===== config.mk =====
export PLATFORM = sky130hd
export DESIGN_NAME = mux2to1v
export DESIGN_NICKNAME = d
export VERILOG_FILES = /design/src/rtl/mux2to1v.sv
export SDC_FILE = /design/constraint.sdc
export NUM_CORES = 1
export LEC_CHECK = 0
export BUFFER_PORTS_ARGS = -buffer_cell sky130_fd_sc_hd__buf_2
export CAP_MARGIN = 30
export CORE_AREA = 4 4 161 163
export DETAILED_ROUTE_END_ITERATION = 8
export DIE_AREA = 0 0 165 167
export PLACE_DENSITY_LB_ADDON = 0.2
export REMOVE_ABC_BUFFERS = 1
export SYNTH_ARGS = -nofsm -noshare
export SYNTH_HDL_FRONTEND = slang
export SYNTH_SLANG_ARGS = --single-unit

===== constraint.sdc =====
create_clock -name clk -period 1.55 [get_ports clk]
set_input_delay 0.2325 -clock clk [delete_from_list [all_inputs] [get_ports clk]]
set_output_delay 0.2325 -clock clk [all_outputs]
set_load 0.05 [all_outputs]

===== src/rtl/mux2to1v.sv =====
`default_nettype none
// ============================================================================
// mux2to1v : WIDTH-bit 2:1 mux with combinational and registered outputs,
//            plus select-toggle strobe and saturating toggle counter.
// Rev 1.0
// ============================================================================
module mux2to1v #(
  parameter int WIDTH = 100,
  parameter int CNT_W = 16
) (
  input  logic             clk,
  input  logic             rst_n,
  input  logic [WIDTH-1:0] a,
  input  logic [WIDTH-1:0] b,
  input  logic             sel,
  output logic [WIDTH-1:0] out,
  output logic [WIDTH-1:0] out_q,
  output logic             sel_q,
  output logic             sel_toggle,
  output logic [CNT_W-1:0] toggle_cnt
);

  localparam logic [CNT_W-1:0] C_CNT_ONE = {{(CNT_W-1){1'b0}}, 1'b1};

  logic w_toggle;
  logic w_cnt_sat;

  // Ternary keeps X/Z on the unselected input from reaching the output.
  assign out       = sel ? b : a;
  assign w_toggle  = (sel != sel_q);
  assign w_cnt_sat = &toggle_cnt;

  always_ff @(posedge clk or negedge rst_n) begin
    if (!rst_n) begin
      out_q      <= '0;
      sel_q      <= 1'b0;
      sel_toggle <= 1'b0;
      toggle_cnt <= '0;
    end else begin
      out_q      <= out;
      sel_q      <= sel;
      sel_toggle <= w_toggle;
      if (w_toggle && !w_cnt_sat)
        toggle_cnt <= toggle_cnt + C_CNT_ONE;
    end
  end

endmodule
`default_nettype wire


Yosys cells after proc, flatten, opt, wreduce, memory -nomap -nowiden
Index checks and enable logic that the tools add are counted.
{"block": "op_classes", "n_addsub": 1, "muxes": 1, "reduce_logical": 3, "n_eq_ne": 1}
{"cell": "100-bit two-way mux", "count": 1}
{"cell": "16-bit by 1-bit adder with 16-bit output (second input constant)", "count": 1}
{"cell": "16-bit AND reduction", "count": 1}
{"cell": "1-bit logical AND", "count": 1}
{"cell": "1-bit zero test", "count": 1}
{"cell": "1-bit inequality test", "count": 1}
{"block": "totals", "regBits": 118, "elab_cells": 10}

Longest topological paths before layout
Gate-level depths: netlist of run 1.
{"block": "logic_depth", "depth_word": 3, "mapped_depth": 5}

Worst setup path before layout of run 1
No wires, ideal clock.
{"block": "synth_timing", "kind": "register to register", "start": "reg toggle_cnt[0]", "end": "reg toggle_cnt[1]", "path_stages_with_launch": 6, "arrival_time_ps": 1724, "n_path_buf": 0, "path_slack_ps": -299, "setup_ps": 125, "path_cell_list": "dfrtp_1 ha_1 and3_1 and4_1 nor2_2 mux2_4"}
{"block": "synth_via", "elab_chain_len": 3, "word_cells_on_any_way": 4, "cone_classes": "1 x add/sub; 3 x reduce/logical"}
{"element": "from (decl)", "line": "20", "rtl": "output logic [CNT_W-1:0] toggle_cnt"}
{"element": "from (signal assigned)", "line": "44", "rtl": "toggle_cnt <= toggle_cnt + C_CNT_ONE;"}
{"element": "parallel branches: the longest is 3 deep, another holds 16-bit by 1-bit adder with 16-bit output"}
Several ways; the timed one is not identified.
A chain may end at the register's enable or synchronous reset.

Worst setup path after layout of run 1
{"block": "layout_timing", "start": "in sel", "end": "out out[55]"}
{"block": "layout_via", "elab_chain_len": 1}
{"element": "from (decl)", "line": "15", "rtl": "input logic sel,"}
{"element": "100-bit two-way mux", "line": "29", "rtl": "assign out = sel ? b : a;"}
{"element": "to (decl)", "line": "16", "rtl": "output logic [WIDTH-1:0] out,"}
Every way passes these cells.

==> summary.md, run 1 <==
### Worst hold path
- input pin to flip-flop — path category of the worst min-delay check

### Pwr
- 0.587 mV — maximum ir drop on the vdd rail
- 4.23 nW — standby leakage power
- 1340 nW/um2 — power per unit of standard cell area

### Critical path
- input pin — kind of start point of the critical path
- 10 — crit path max fanout
- input pin to output port — kind of critical path
- output port — Worst setup EP type
- 1.29 ns — arrival time worst endpoint
- 1.32 ns — Required @ worst endpoint

### Routing
- 10,200 um — amount of wire on met2 after detailed routing
- 1640 um — detailed route wirelength on metal3
- 4 — DRT Pass-1 Iters
- 3.84 — mean number of vias per cell
- met4 — uppermost layer routed
- 0 — DRC Markers
- 0 — Detail Route Antenna Nets
- 97 — drt initial violations
- 18,700 um — Total Wirelength
- 4,249 — total vias in the final route
- 6650 um — routed metal-1 wire length
- 16.9 um — Routed WL per cell

### STA
- 0 ns — summed negative setup slack over all endpoints
- 76.8% — Worst slew margin
- true — setup repair after global routing missed its margin
- 658 MHz — Max Clk Rate
- 0.00377 ns — Post-Route Skew
- 98.1% — final critical-path share of the clock period
- 0 — Final Slew Violations
- 0.348 ns — Worst Max-Slew Pin Slew
- 0 — Hold Vio Cnt, Final
- 0 — Setup Viol. Count Final
- 1.52 ns — final critical-path required period

### Placed design
- 0.807 — final weighted congestion of routability-driven global placement
- 14,900 um — DP Wirelength
- 420 — input/output buffers

### Synthesis
- 64.7% — sequential share of the synthesized area
- 64.7% — area share of the largest cell type after synthesis
- sky130_fd_sc_hd__dfrtp_1 — biggest area consumer among synthesized cells
- sky130_fd_sc_hd__dfrtp_1 (65%), sky130_fd_sc_hd__mux2_2 (25%), sky130_fd_sc_hd__xnor2_1 (1.3%), sky130_fd_sc_hd__buf_2 (1.1%), sky130_fd_sc_hd__xor2_1 (0.96%) — Area contributors post-synth
- 0 — number of warnings issued by yosys
- 4570 um2 — Netlist Area Pre-Place
- 118 — post-synthesis register bit count
- 287 — gate count after technology mapping
- 15.9 um2 — synthesized area per cell
- 27 — count of cell types in the netlist

### GRT
- 4,710 — number of global-route vias before repair
- 44 — maximum number of pins on one net before global-route repair
- 0 — number of antenna violations at the first check in global routing
- 12.8% — global-route total usage across every layer
- 0 — overflow left after global routing
- 26,600 um — wire length of the first global-routing pass

### Clocking
- 0 — # Post-CTS Setup Buffers
- 2 — deepest clock path buffer count
- built — clock tree from TritonCTS
- sky130_fd_sc_hd__clkbuf_16 — Root Buffer
- 118 — clk sinks
- 0.41 ns — insertion delay to the later sink of the worst-skew pair
- 4 — number of H-tree branching levels
- 17 — number of buffers created by CTS
- 0.06 ns — clock input transition at the sequential cells of the worst setup and hold paths

### Final layout
- sky130_fd_sc_hd__buf_2 (415), sky130_fd_sc_hd__dfrtp_1 (118), sky130_fd_sc_hd__mux2_2 (100) — most frequent cells in the layout
- 0 — number of diodes
- 33.6% — end-of-flow core utilization
- 2,501 — number of fill cells in the layout
- 78.7% — area added between synthesis and finish
- 974 — Nets
- 78.9% — share of final-layout standard cells stronger than drive strength 1
- sky130_fd_sc_hd__buf_2 — most common cell after layout, fill and taps aside

### Floorplan
- 27,600 um2 — DIE AREA
- 421 — boundary pin count
- 165 um — Die X-Extent
- 18.8% — Initial Util
- 167 um — die outline height
- 57 — row cnt
- 24,300 um2 — CORE AREA

### Status
- complete, no violations — status

### Flow run
- 0 — number of max-cap violations

## metal layers
| metal | global-route usage [%] | up-vias |
|---|---|---|
| met3 | 4.70 | 18 |
| met5 | 0 | - |
| met1 | 13.2 | 2019 |
| li1 | - | 1992 |
| met4 | 3.98 | 0 |
| met2 | 23.7 | 220 |
## where the power goes
part | switching (mW) | internal (mW)
Combinational | 2.54 | 1.04
Clock | 1.52 | 2.37
Sequential | 0.123 | 3.37
## synth_stat cells
master / number
sky130_fd_sc_hd__and3_1: 5
sky130_fd_sc_hd__mux2_4: 1
sky130_fd_sc_hd__dfrtp_1: 118
sky130_fd_sc_hd__xnor2_1: 7
sky130_fd_sc_hd__nand2_1: 1
sky130_fd_sc_hd__nor2_1: 2
sky130_fd_sc_hd__a31oi_1: 2
sky130_fd_sc_hd__buf_2: 10
sky130_fd_sc_hd__nor2_2: 2
sky130_fd_sc_hd__nand3b_1: 1
sky130_fd_sc_hd__xnor2_2: 1
sky130_fd_sc_hd__buf_4: 1
sky130_fd_sc_hd__mux2_2: 100
sky130_fd_sc_hd__nand3_1: 7
sky130_fd_sc_hd__ha_1: 1
sky130_fd_sc_hd__nand2_4: 1
sky130_fd_sc_hd__and4bb_1: 1
sky130_fd_sc_hd__xor2_1: 5
sky130_fd_sc_hd__and4_1: 4
sky130_fd_sc_hd__nor4b_4: 1
sky130_fd_sc_hd__a41oi_1: 1
sky130_fd_sc_hd__nand4_1: 6
sky130_fd_sc_hd__clkbuf_1: 2
sky130_fd_sc_hd__inv_2: 1
sky130_fd_sc_hd__o21ai_1: 1
sky130_fd_sc_hd__a21oi_1: 3
sky130_fd_sc_hd__nor3_1: 2
## layout make-up
cell class	count	area, um2	share of cell area [%]
clock buffer	17	425	5.21
clock inverter	15	155	1.90
inverter	1	3.75	0.0460
multi-input combinational	155	1550	19.0
sequential	118	2950	36.2
tap	324	405	4.97
timing repair buffer	477	2660	32.6
## cell families after synthesis
family	after synthesis	synth area share, %
compound gates	7	0.904
xor+xnor	13	2.66
fa+ha+maj	1	0.274
buf+inv	14	1.51
flops	118	64.7
mux	101	25.0
simple gates	33	4.99
## registers in the layout, indices dropped and copies added (netlist names)
name / flops
sel_toggle: 1
sel_q: 1
out_q: 100
toggle_cnt: 16
## stage by stage
step	instances	hold WS, ns	worst slack, ns	area, um2	power [mW]
6_report	1107	0.0693	0.0302	8160	11.0
5_1_grt	1107	0.0447	-0.0173	8160	11.5
4_1_cts	1104	0.0384	0.00243	8060	11.1
3_5_place_dp	1071	0.172	0.0142	7470	7.12
3_3_place_gp	1071	0.178	0.0192	7470	7.13
2_1_floorplan	274	-0.0631	-0.299	4500	5.84
## final timing paths
kind / slack [ns] / from / endpoint / cells past startpoint
setup / recovery: 0.03 / sel / out[55] / 5
hold / removal: 0.07 / b[50] / out_q[50]$_DFF_PN0_ / 2
setup reg to reg: 0.04 / toggle_cnt[1]$_DFFE_PN0P_ / toggle_cnt[1]$_DFFE_PN0P_ / 5
hold reg to reg: 0.51 / toggle_cnt[10]$_DFFE_PN0P_ / toggle_cnt[10]$_DFFE_PN0P_ / 1
max in group asynchronous: 0.71 / rst_n / out_q[86]$_DFF_PN0_ / 3
min in group asynchronous: 0.28 / rst_n / toggle_cnt[5]$_DFFE_PN0P_ / 2
## critical path, stage by stage
cell and delay (ns):
sky130_fd_sc_hd__buf_6 0.14, sky130_fd_sc_hd__clkbuf_16 0.19, sky130_fd_sc_hd__buf_4 0.14, sky130_fd_sc_hd__mux2_2 0.35, sky130_fd_sc_hd__buf_2 0.22
## what timing repair did
item / 4_1_cts / 5_1_grt
hold buffers: 1 / 0
setup endpoints to repair: 0 / 17
hold endpoints to repair: 20 / 0
resized for setup: 0 / 9
(Power assumes the default switching activity.)
==> run 2, diff against run 1 <==
--- a/config.mk
+++ b/config.mk
@@ -5,11 +5,12 @@
 export SDC_FILE = /design/constraint.sdc
 export NUM_CORES = 1
 export LEC_CHECK = 0
+export ABC_AREA = 1
 export BUFFER_PORTS_ARGS = -buffer_cell sky130_fd_sc_hd__buf_2
 export CAP_MARGIN = 30
-export CORE_AREA = 4 4 161 163
+export CORE_AREA = 4 4 160 162
 export DETAILED_ROUTE_END_ITERATION = 8
-export DIE_AREA = 0 0 165 167
+export DIE_AREA = 0 0 164 166
 export PLACE_DENSITY_LB_ADDON = 0.2
 export REMOVE_ABC_BUFFERS = 1
 export SYNTH_ARGS = -nofsm -noshare
==> run 2 against run 1 <==
Effect of this change:
- largest power group unchanged
- synthesized cell count grew 110%
- final cell count grew 29%
- sequential cell count stayed put
- worst setup slack improved by 0.017 ns
- clock power is 5% higher
- worst hold slack got worse by 0.046 ns
- non-clock buffer count grew 30
- maximum frequency rose by 1.1%
- total power is 2.0% higher
- design area up 6.7%
- global-route usage is 2.5 points higher
==> summary.md, run 2 <==
### STA
- 0.523 ns — Worst Max-Slew Pin Slew
- 0 — Final Slew Violations
- 665 MHz — Max Clk Rate
- 0 — Hold Vio Cnt, Final
- 0 ns — summed negative setup slack over all endpoints
- 65.1% — Worst slew margin
- 97.0% — final critical-path share of the clock period
- 1.50 ns — final critical-path required period
- 0 — Setup Viol. Count Final
- 0.0237 ns — post-route worst hold slack
- 0.00607 ns — Post-Route Skew

### Synthesis
- 0.743% — post-synthesis compound-gate area fraction
- 33.5% — post-synthesis simple-gate area fraction
- 0.897% — xor/xnor share of the synthesized area
- 0 — number of synthesized flops with an enable pin
- 118 — post-synthesis register bit count
- 590 — gate count after technology mapping
- 60.5% — area share of the largest cell type after synthesis
- 0.256% — adder-cell area share of the yosys netlist
- 100% — FFs w/ async S/R, synth
- 0% — mux cell area share after synthesis
- 8.28 um2 — synthesized area per cell
- simple AND/OR/NAND/NOR gates — combinational family with the most area after synthesis
- 4880 um2 — Netlist Area Pre-Place
- 21 — count of cell types in the netlist
- sky130_fd_sc_hd__dfrtp_1 — dominant register cell in the synthesized netlist
- 60.5% — sequential share of the synthesized area
- sky130_fd_sc_hd__dfrtp_1 (60%), sky130_fd_sc_hd__nand2_1 (29%), sky130_fd_sc_hd__buf_2 (1.9%), sky130_fd_sc_hd__inv_1 (1.7%), sky130_fd_sc_hd__nand3_1 (1.1%) — Area contributors post-synth
- sky130_fd_sc_hd__dfrtp_1 — biggest area consumer among synthesized cells
- sky130_fd_sc_hd__nand2_1 — most frequent cell after synthesis
- 0 — number of warnings issued by yosys
- sky130_fd_sc_hd__nand2_1 (372), sky130_fd_sc_hd__dfrtp_1 (118), sky130_fd_sc_hd__inv_1 (22), sky130_fd_sc_hd__buf_2 (19), sky130_fd_sc_hd__nor2_1 (14) — synth cell count leaders

### Clocking
- 0 — # Post-CTS Setup Buffers
- 2 — deepest clock path buffer count
- 118 — clk sinks
- 0.06 ns — clock input transition at the sequential cells of the worst setup and hold paths
- sky130_fd_sc_hd__clkbuf_16 — Root Buffer
- 4 — number of H-tree branching levels
- built — clock tree from TritonCTS
- 17 — number of buffers created by CTS
- 0.41 ns — insertion delay to the later sink of the worst-skew pair

### Critical path
- input pin to output port — kind of critical path
- 1.27 ns — arrival time worst endpoint
- 35 — crit path max fanout
- toggle_cnt[15]$_DFFE_PN0P_ — worst reg2reg path endpoint
- 0.13 ns — Worst R2R Setup Slack
- sky130_fd_sc_hd__buf_2 — Slowest-stage cell, CP
- 0.27 ns — delay contributed by the slowest stage of the critical path
- 1.32 ns — Required @ worst endpoint
- sel — startpoint of the most critical setup path
- out[25] — endpoint of the most critical setup path
- output port — Worst setup EP type
- buf_4 > clkinv_2 > buf_12 > buf_4 > nand2_1 > nand2_1 > buf_2 — cell chain of the critical path
- 7 — number of cell instances on the worst register-to-register path
- input pin — kind of start point of the critical path
- toggle_cnt[2]$_DFFE_PN0P_ — worst reg2reg path startpoint

### Floorplan
- 27,200 um2 — DIE AREA
- 20.3% — Initial Util
- 57 — row cnt
- 421 — boundary pin count
- 24,100 um2 — CORE AREA
- 164 um — Die X-Extent
- 166 um — die outline height

### Placed design
- 17,800 um — DP Wirelength
- 8030 um2 — DP Area
- 1,396 — post-placement cell count
- 420 — input/output buffers
- 0.900 — final weighted congestion of routability-driven global placement

### Final layout
- 8710 um2 — final instance area
- 1,297 — Nets
- 50.1% — share of final-layout standard cells stronger than drive strength 1
- out_q — register ranked first by flip-flop count
- 78.3% — area added between synthesis and finish
- sky130_fd_sc_hd__buf_2 (413), sky130_fd_sc_hd__nand2_1 (372), sky130_fd_sc_hd__dfrtp_1 (118) — most frequent cells in the layout
- 100 — max FFs per register
- 1,431 — Post-Layout Cell Count
- 2,629 — number of fill cells in the layout
- out_q x100, toggle_cnt x16 — biggest registers after layout
- sky130_fd_sc_hd__buf_2 — most common cell after layout, fill and taps aside

### Pwr
- 0.530 mV — maximum ir drop on the vdd rail
- 5.14 nW — standby leakage power
- 1280 nW/um2 — power per unit of standard cell area

### Routing
- 15.4 um — Routed WL per cell
- 4 — DRT Pass-1 Iters
- 5,633 — total vias in the final route
- 3.94 — mean number of vias per cell
- 226 — drt initial violations
- 0 — Detail Route Antenna Nets
- 22,000 um — Total Wirelength
- 0 — DRC Markers

### GRT
- 73 — maximum number of pins on one net before global-route repair
- 0 — overflow left after global routing
- 31,800 um — wire length of the first global-routing pass
- 1 — number of antenna violations at the first check in global routing
- 5,635 — number of global-route vias before repair
- 15.3% — global-route total usage across every layer

### Status
- complete, no violations — status

### Flow run
- 0 — number of max-cap violations

### Worst hold path
- 3 — Hold Crit Depth
- input pin to flip-flop — path category of the worst min-delay check

[run 2: changes by cell type after synthesis, moves of 5 or more]
cell	before	now
sky130_fd_sc_hd__nand2_1	1	372
sky130_fd_sc_hd__mux2_2	100	0
sky130_fd_sc_hd__inv_1	0	22
sky130_fd_sc_hd__nor2_1	2	14
sky130_fd_sc_hd__buf_2	10	19
sky130_fd_sc_hd__and3_1	5	0
sky130_fd_sc_hd__xnor2_1	7	2
[run 2: cells by family (layout without fill, tap and decap cells)]
| kind of cell | count (synthesis) | in the layout |
|---|---|---|
| AOI/OAI and AO/OA | 5 | 5 |
| xor gates and xnor gates | 5 | 5 |
| adders and majority gates | 1 | 1 |
| buffers and inverters | 46 | 562 |
| DFF | 118 | 118 |
| other | 0 | 1 |
| and+or+nand+nor | 415 | 415 |
[run 2: worst min path at each step]
stage                          end  start
2_1_floorplan   out_q[0]$_DFF_PN0_  rst_n
4_1_cts        out_q[44]$_DFF_PN0_  a[44]
3_3_place_gp   out_q[42]$_DFF_PN0_  rst_n
3_5_place_dp   out_q[38]$_DFF_PN0_  rst_n
5_1_grt        out_q[29]$_DFF_PN0_  a[29]
6_report       out_q[44]$_DFF_PN0_  a[44]
[run 2: routing by layer]
| metal | share of wire [%] | wire length, um | up-vias | GRT usage, % |
|---|---|---|---|---|
| li1 | - | - | 2803 | - |
| met1 | 40 | 8770 | 2584 | 18.0 |
| met2 | 51 | 11200 | 223 | 27.0 |
| met3 | 7.0 | 1540 | 23 | 4.59 |
| met4 | 1.9 | 418 | 0 | 4.12 |
| met5 | 0 | 0 | - | 0 |
[run 2: through the flow]
step	util, %	power (mW)	worst slack (ns)
2_1_floorplan	-	5.79	-0.308
3_3_place_gp	33.3	7.17	0.0139
3_5_place_dp	33.3	7.19	0.00713
4_1_cts	35.9	11.3	0.00455
5_1_grt	36.1	11.7	-0.00389
6_report	36.1	11.2	0.0467
[run 2: worst max-delay path: cells and delay by family]
kind / cells / cell delay, ns
simple gates: 2 / 0.13
buf+inv: 5 / 0.89
[run 2: repair_timing]
action,4_1_cts,5_1_grt
hold endpoints to repair,21,0
hold buffers,1,0
resized for setup,0,10
endpoints found under the setup margin,0,46
[run 2: area by class of cell]
type | count | area [um2] | share of cell area, %
antenna | 1 | 2.50 | 0.0287
clock buffer | 18 | 439 | 5.04
clock inverter | 14 | 175 | 2.01
inverter | 23 | 87.6 | 1.01
multi-input combinational | 426 | 1730 | 19.9
sequential | 118 | 2950 | 33.9
tap | 324 | 405 | 4.65
timing repair buffer | 507 | 2910 | 33.4
[run 2: power breakdown]
group | internal (mW) | switching, mW
Combinational | 0.953 | 2.66
Sequential | 3.36 | 0.148
Clock | 2.58 | 1.48
